File: config.mk
export PLATFORM = sky130hd
export DESIGN_NAME = plab5_mcore_net_msg_to_mem_req_msg
export DESIGN_NICKNAME = d
export VERILOG_FILES = /design/src/rtl/plab5_mcore_net_msg_to_mem_req_msg.sv
export SDC_FILE = /design/constraint.sdc
export NUM_CORES = 1
export LEC_CHECK = 0
export ABC_AREA = 0
export CAP_MARGIN = 0
export CORE_UTILIZATION = 45
export CTS_CLUSTER_SIZE = 40
export DETAILED_ROUTE_END_ITERATION = 16
export PLACE_DENSITY = 0.75
export SLEW_MARGIN = 20
export SYNTH_ARGS = -nofsm -noshare
export SYNTH_HDL_FRONTEND = slang
export SYNTH_SLANG_ARGS = --single-unit
File: constraint.sdc
create_clock -name clk -period 13.1 [get_ports clk]
set_input_delay 1.31 -clock clk [delete_from_list [all_inputs] [get_ports clk]]
set_output_delay 1.31 -clock clk [all_outputs]
set_load 0.02 [all_outputs]
File: src/rtl/plab5_mcore_net_msg_to_mem_req_msg.sv
// Network-to-memory request adapter for one bank: queues inbound network
// messages, restamps the memory opaque field with the source id, and limits
// how many requests each source may have in flight at the bank.
module plab5_mcore_net_msg_to_mem_req_msg #(
  parameter int unsigned p_bank_id           = 0,
  parameter int unsigned p_num_ports         = 4,
  parameter int unsigned p_mem_opaque_nbits  = 8,
  parameter int unsigned p_mem_addr_nbits    = 32,
  parameter int unsigned p_mem_data_nbits    = 32,
  parameter int unsigned p_net_opaque_nbits  = 4,
  parameter int unsigned p_net_srcdest_nbits = 3,
  parameter int unsigned p_max_outstanding   = 4,
  localparam int unsigned c_type_nbits = 3,
  localparam int unsigned c_len_nbits  = $clog2(p_mem_data_nbits / 8),
  localparam int unsigned c_req_nbits  = c_type_nbits + p_mem_opaque_nbits
                                       + p_mem_addr_nbits + c_len_nbits
                                       + p_mem_data_nbits,
  localparam int unsigned c_net_nbits  = 2 * p_net_srcdest_nbits
                                       + p_net_opaque_nbits + c_req_nbits
)(
  input  logic                           clk,
  input  logic                           reset,
  input  logic                           sd,
  input  logic                           net_val,
  output logic                           net_rdy,
  input  logic [c_net_nbits-1:0]         net_msg,
  output logic                           mem_req_val,
  input  logic                           mem_req_rdy,
  output logic [c_req_nbits-1:0]         mem_req_msg,
  input  logic                           resp_done,
  input  logic [p_net_srcdest_nbits-1:0] resp_src,
  output logic                           err,
  output logic [5:0]                     outstanding_total
);

  localparam int unsigned c_sd_nbits  = p_net_srcdest_nbits;
  // opaque sits just above addr/len/data; its top bits carry the source id
  localparam int unsigned c_opq_lsb   = p_mem_data_nbits + c_len_nbits + p_mem_addr_nbits;
  localparam int unsigned c_opq_msb   = c_opq_lsb + p_mem_opaque_nbits - 1;
  localparam int unsigned c_nopq_lsb  = c_req_nbits;
  localparam int unsigned c_nopq_msb  = c_req_nbits + p_net_opaque_nbits - 1;

  logic [c_sd_nbits-1:0]  net_dest;
  logic [c_sd_nbits-1:0]  net_src;
  logic [c_req_nbits-1:0] net_payload;

  logic [c_sd_nbits-1:0]  fifo_src [2];
  logic [c_req_nbits-1:0] fifo_pay [2];
  logic                   wr_ptr;
  logic                   rd_ptr;
  logic [1:0]             count;

  logic [2:0]             cnt      [p_num_ports];
  logic [2:0]             cnt_next [p_num_ports];
  logic [2:0]             head_cnt;
  logic [c_sd_nbits-1:0]  head_src;

  logic net_fire;
  logic dest_ok;
  logic enq;
  logic deq;
  logic stall;
  logic resp_ok;
  logic err_set;

  // security label and network opaque have no functional effect here
  logic unused_bits;
  assign unused_bits = ^{sd, net_msg[c_nopq_msb:c_nopq_lsb]};

  // network header decode
  assign net_dest    = net_msg[c_net_nbits-1 -: c_sd_nbits];
  assign net_src     = net_msg[c_net_nbits-1-c_sd_nbits -: c_sd_nbits];
  assign net_payload = net_msg[c_req_nbits-1:0];

  // handshake and queue control
  assign net_rdy     = (count != 2'd2);
  assign net_fire    = net_val && net_rdy;
  assign dest_ok     = (net_dest == c_sd_nbits'(p_bank_id));
  assign enq         = net_fire && dest_ok;
  assign head_src    = fifo_src[rd_ptr];
  assign stall       = (head_cnt == 3'(p_max_outstanding));
  assign mem_req_val = (count != 2'd0) && !stall;
  assign deq         = mem_req_val && mem_req_rdy;
  assign resp_ok     = (32'(resp_src) < p_num_ports);

  // head counter lookup; out-of-range sources never stall
  always_comb begin
    head_cnt = 3'd0;
    for (int unsigned i = 0; i < p_num_ports; i++) begin
      if (head_src == c_sd_nbits'(i)) head_cnt = cnt[i];
    end
  end

  // outbound message: head payload with opaque top bits restamped by source
  always_comb begin
    mem_req_msg = fifo_pay[rd_ptr];
    mem_req_msg[c_opq_msb -: c_sd_nbits] = head_src;
  end

  // per-source counter next state and error detection
  always_comb begin
    err_set = net_fire && !dest_ok;
    if (resp_done && !resp_ok) err_set = 1'b1;
    for (int unsigned i = 0; i < p_num_ports; i++) begin
      cnt_next[i] = cnt[i];
      if (deq && (head_src == c_sd_nbits'(i)) &&
          !(resp_done && (resp_src == c_sd_nbits'(i)))) begin
        cnt_next[i] = cnt[i] + 3'd1;
      end else if (resp_done && (resp_src == c_sd_nbits'(i)) &&
                   !(deq && (head_src == c_sd_nbits'(i)))) begin
        if (cnt[i] == 3'd0) err_set = 1'b1;
        else                cnt_next[i] = cnt[i] - 3'd1;
      end
    end
  end

  // total in-flight requests across all sources
  always_comb begin
    outstanding_total = 6'd0;
    for (int unsigned i = 0; i < p_num_ports; i++) begin
      outstanding_total = outstanding_total + 6'(cnt[i]);
    end
  end

  // queue pointers, occupancy, counters and sticky error
  always_ff @(posedge clk or posedge reset) begin
    if (reset) begin
      wr_ptr <= 1'b0;
      rd_ptr <= 1'b0;
      count  <= 2'd0;
      err    <= 1'b0;
      for (int unsigned i = 0; i < p_num_ports; i++) cnt[i] <= 3'd0;
    end else begin
      if (enq) wr_ptr <= ~wr_ptr;
      if (deq) rd_ptr <= ~rd_ptr;
      case ({enq, deq})
        2'b10:   count <= count + 2'd1;
        2'b01:   count <= count - 2'd1;
        default: count <= count;
      endcase
      if (err_set) err <= 1'b1;
      for (int unsigned i = 0; i < p_num_ports; i++) cnt[i] <= cnt_next[i];
    end
  end

  // queue storage; validity is tracked by count, so no reset needed
  always_ff @(posedge clk) begin
    if (enq) begin
      fifo_src[wr_ptr] <= net_src;
      fifo_pay[wr_ptr] <= net_payload;
    end
  end

endmodule

==> results of run 1 <==
synth_stat cells (all sizes together) (5+ instances only):
library cell,count,area (µm²)
fa,10,200
edfxtp,154,4620
dfrtp,17,425
a21oi,5,28.8
nand2,8,30.0
clkbuf,9,33.8
nand3,5,25.0
buf,6,45.0
a21o,6,45.0
nor2,14,52.6
o21ai,5,25.0
xor2,5,43.8
inv,14,52.6
ha,13,163
mux2,77,871
nor3,17,85.1
final cells by class:
cell class | instances | area, µm²
Clock buffer | 17 | 425
Clock inverter | 15 | 175
Fill cell | 1098 | 5640
Inverter | 14 | 52.6
Multi-Input combinational cell | 206 | 1900
Sequential cell | 171 | 5050
Tap cell | 211 | 264
Timing Repair Buffer | 175 | 1760
stage by stage:
stage	util [%]	worst slack (ns)	hold WS [ns]	cell area [µm²]	cells
2_1_floorplan	-	7.63	0.465	7060	406
3_5_place_dp	59.0	8.88	0.491	9000	776
4_1_cts	62.9	8.42	0.504	9600	808
3_3_place_gp	59.0	8.97	0.467	9000	776
5_1_grt	63.1	8.32	0.536	9620	809
6_report	63.1	8.48	0.499	9620	809
state kept, by name, indices dropped and copies added, names as in the netlist:
register and cells:
cnt 12, count 2, err 1, fifo_pay 148
fifo_src 6, wr_ptr 1, rd_ptr 1
how the worst max path moves through the flow:
stage	from	to	slack (ns)	cells after the start
floorplan	net_msg[85]	fifo_pay[0][0]	7.63	3
global placement	cnt[1]	outstanding_total[3]	8.97	7
CTS	cnt[2]	outstanding_total[3]	8.42	6
detailed placement	cnt[2]	outstanding_total[3]	8.88	6
finish	cnt[2]	outstanding_total[3]	8.48	6
global route	cnt[2]	outstanding_total[3]	8.32	6
critical path: cells and delay by family (launching register included):
family	cells	cell delay, ns
xor+xnor	1	0.16
fa+ha+maj	3	1.54
buf+inv	2	0.69
flops	1	0.50
power breakdown:
group	total [mW]	switching, mW	internal [mW]
sequential	0.714	0.0763	0.638
clock	0.508	0.220	0.288
combinational	0.802	0.381	0.421
cells by family after synthesis:
logic type	synth area share [%]
adder cells (fa/ha/maj)	5.14
other	0.0531
XOR/XNOR	1.12
AO/OA/AOI/OAI	2.89
multiplexers	12.5
flip-flops	71.5
buffers and inverters	1.86
AND/OR/NAND/NOR	4.96
per-layer routing:
| layer | up-vias | routed length (µm) | global-route usage [%] |
|---|---|---|---|
| li1 | 1914 | - | - |
| met1 | 1947 | 5340 | 19.9 |
| met2 | 130 | 7010 | 29.5 |
| met3 | 11 | 1490 | 9.59 |
| met4 | 0 | 176 | 6.93 |
| met5 | - | 0 | 0 |
==> flow_summary.json, run 1 <==
{
  "min_path_type": "reg -> reg",
  "nets": 704,
  "r2r-end": "cnt[11]",
  "layout_commonest_cell": "clkdlybuf4s50_1",
  "cp.arrival_ns": 3.31,
  "numCtsBuffers": 17,
  "mostFrequentLayoutCells": "172 x clkdlybuf4s50_1, 154 x edfxtp_1, 76 x mux2_2",
  "worstMarginPinSlew_ns": 1.07,
  "critPathMaxFanout": 9,
  "avgSynthCellArea_um2": 17.4,
  "ys_seq_area_share_pct": 71.5,
  "fin_skew_ns": 0.0114,
  "dr.pass1.iters": 4,
  "cpMostUsedCell": "fa_1",
  "hold_buffers": 0,
  "peakVddDrop_mv": 0.282,
  "clk_pin_slew_ns": 0.07,
  "synthesis.area_um2": 7060,
  "rsz0062_at_grt": "no",
  "grt_pass1_vias": 4313,
  "dieWidth_um": 127,
  "r2r_slack_ns": 9.17,
  "h-tree-depth": 4,
  "max-cap-violations": 0,
  "p_leak_nw": 3.36,
  "finalSetupViolations": 0,
  "ios": 182,
  "die_area_um2": 16200,
  "fin_crit_ns": 4.62,
  "reg2reg_from": "rd_ptr",
  "cp-end-kind": "output port",
  "min_path_cells": 2,
  "synth_edf_count": 154,
  "status": "finished, final reports clean",
  "port_buffers": 172,
  "slowest_stage": "clkdlybuf4s50_1",
  "setup_tns_ns": 0,
  "ff2ff_path_depth": 12,
  "synth_cell_types": 45,
  "grt_first_pass_wirelength_um": 21700,
  "die_y_um": 127,
  "ctsRootBufferMaster": "clkbuf_16",
  "start_util_pct": 46.3,
  "vias": 4002,
  "wl_um": 14000,
  "grt_max_degree": 85,
  "gp_congestion": 0.827,
  "hold_start": "err",
  "final_max_slew_viol_count": 0,
  "netlist_instances": 406,
  "cts.path.max_buffers": 2,
  "syn2layout_area_growth_pct": 36.3,
  "slowest_delay_ns": 0.62,
  "max_slew_margin_pct": 29.0,
  "cts_setup_buffers": 0,
  "clk_latency_ns": 0.43,
  "core-area_um2": 15300,
  "synth_ff_type": "edfxtp_1",
  "grt_overflow": 0,
  "fp-row-count": 45,
  "cts_tree": "yes",
  "antenna_left": 0,
  "dr.first_iter.drc_count": 200,
  "p_total_mw": 2.02,
  "grtUsageTotal_pct": 18.1,
  "synthesis.nets": 525,
  "place_hpwl_um": 9260,
  "critPathKind": "reg -> out",
  "cp_cell_sequence": "fa_1 > fa_1 > inv_1 > fa_1 > xnor2_1 > clkdlybuf4s50_1",
  "hold_end": "err",
  "wl_per_cell_um": 17.3,
  "route.detailed.drc": 0,
  "hold_viol_final": 0,
  "cp.required_ns": 11.79,
  "period_share_pct": 35.3,
  "synth_warnings": 0,
  "antenna_found_initial": 0,
  "ctsResizeCount": 0,
  "drive_above_1_share_pct": 19.6,
  "viasPerCell": 4.95,
  "timing.fmax_mhz": 216,
  "num_antenna_cells": 0,
  "ys_seq_elements": 171,
  "synthArstFlopShare_pct": 9.94,
  "cts_sinks": 171,
  "powerDensity_nw_per_um2": 210,
  "critPathLaunchType": "flop"
}
No activity file was read; power rests on OpenSTA's default activity.
==> run 2, diff against run 1 <==
==> constraint.sdc (replaced) <==
create_clock -name clk -period 4.3 [get_ports clk]
set_input_delay 0.43 -clock clk [delete_from_list [all_inputs] [get_ports clk]]
set_output_delay 0.43 -clock clk [all_outputs]
set_load 0.02 [all_outputs]
==> flow_summary.json, run 2 (synthesis gave the netlist of run 1 again) <==
{
  "min_path_type": "in -> async",
  "dr.first_iter.drc_count": 189,
  "grtUsageTotal_pct": 18.3,
  "drive_above_1_share_pct": 19.2,
  "cts_tree": "yes",
  "antenna_found_initial": 0,
  "syn2layout_area_growth_pct": 36.2,
  "timing.fmax_mhz": 268,
  "fp-row-count": 45,
  "wl_per_cell_um": 17.2,
  "max-cap-violations": 0,
  "p_leak_nw": 3.36,
  "fill_cells": 1159,
  "hold_viol_final": 0,
  "rsz0062_at_grt": "no",
  "num_antenna_cells": 0,
  "fin_skew_ns": 0.00597,
  "holdWs_ns": 0.425,
  "grt_pass1_vias": 4458,
  "gp_congestion": 0.759,
  "worst_slack_ns": 0.567,
  "instances_no_fill": 810,
  "cp.required_ns": 3.87,
  "h-tree-depth": 4,
  "port_buffers": 172,
  "ios": 182,
  "place_hpwl_um": 9410,
  "route.detailed.drc": 0,
  "cts_setup_buffers": 0,
  "critPathLaunchType": "flop",
  "status": "finished, final reports clean",
  "critPathKind": "reg -> out",
  "fin_crit_ns": 3.73,
  "viasPerCell": 5.00,
  "finalSetupViolations": 0,
  "clk_latency_ns": 0.41,
  "nets": 705,
  "antenna_left": 0,
  "cp.arrival_ns": 3.30,
  "worstMarginPinSlew_ns": 0.672,
  "grt_max_degree": 78,
  "place_ws_ns": 0.877,
  "ctsResizeCount": 0,
  "cts.path.max_buffers": 2,
  "vias": 4052,
  "largest_reg_flops": 148,
  "clk_pin_slew_ns": 0.06,
  "ctsRootBufferMaster": "clkbuf_16",
  "max_slew_margin_pct": 55.1,
  "die_area_um2": 16200,
  "powerDensity_nw_per_um2": 632,
  "reg_top3": "fifo_pay x148, cnt x12, fifo_src x6",
  "cp-end-kind": "output port",
  "critPathMaxFanout": 5,
  "mostFrequentLayoutCells": "172 x clkdlybuf4s50_1, 154 x edfxtp_1, 76 x mux2_2",
  "start_util_pct": 46.3,
  "core-area_um2": 15300,
  "peakVddDrop_mv": 0.763,
  "dieWidth_um": 127,
  "placed_cells": 778,
  "regMostFlops": "fifo_pay",
  "dr.pass1.iters": 4,
  "final_max_slew_viol_count": 0,
  "period_share_pct": 86.8,
  "numCtsBuffers": 17,
  "cts_sinks": 171,
  "grt_overflow": 0,
  "die_y_um": 127,
  "hold_buffers": 0,
  "layout_commonest_cell": "clkdlybuf4s50_1",
  "wl_um": 14000,
  "grt_first_pass_wirelength_um": 21900
}
[run 2: worst paths after layout]
kind	from	to	slack (ns)	cells past startpoint
min	reset	count[0]	0.42	2
max reg2reg	rd_ptr	cnt[2]	0.85	13
min in group clk	count[1]	count[1]	0.51	1
max	cnt[1]	outstanding_total[3]	0.57	7
max in group asynchronous	reset	rd_ptr	3.38	2
min reg2reg	count[1]	count[1]	0.51	1
[run 2: worst max-delay path: stages (launching register included)]
cell and delay [ns]:
dfrtp_1 0.47, fa_1 0.54, fa_1 0.53, ha_1 0.16, inv_1 0.05, fa_1 0.37, xnor2_1 0.15, clkdlybuf4s50_1 0.62
[run 2: cell type report]
class                           instances  area [µm²]  area share [%]
Tap cell                              211         264            2.74
Inverter                               14        52.6           0.546
Clock buffer                           19         433            4.50
Sequential cell                       171        5050            52.5
Clock inverter                         13         143            1.48
Multi-Input combinational cell        206        1900            19.7
Timing Repair Buffer                  176        1780            18.5
[run 2: power by group]
part / internal [mW] / switching [mW] / total, mW
combinational: 1.27 / 1.23 / 2.50
sequential: 1.94 / 0.161 / 2.10
clock: 0.861 / 0.615 / 1.48
[run 2: metal layers]
layer	track usage (%)	wire, µm
met1	20.3	5430
met2	30.4	7040
met3	9.55	1370
met4	5.67	134
met5	0	0
[run 2: through the flow]
stage	power (mW)	instance area (µm²)	setup TNS, ns	util (%)
2_1_floorplan	3.66	7060	-49.02	-
3_5_place_dp	4.65	9040	0	59.3
5_1_grt	6.42	9620	0	63.0
3_3_place_gp	4.59	9040	0	59.3
6_report	6.08	9620	0	63.0
4_1_cts	6.15	9620	0	63.0
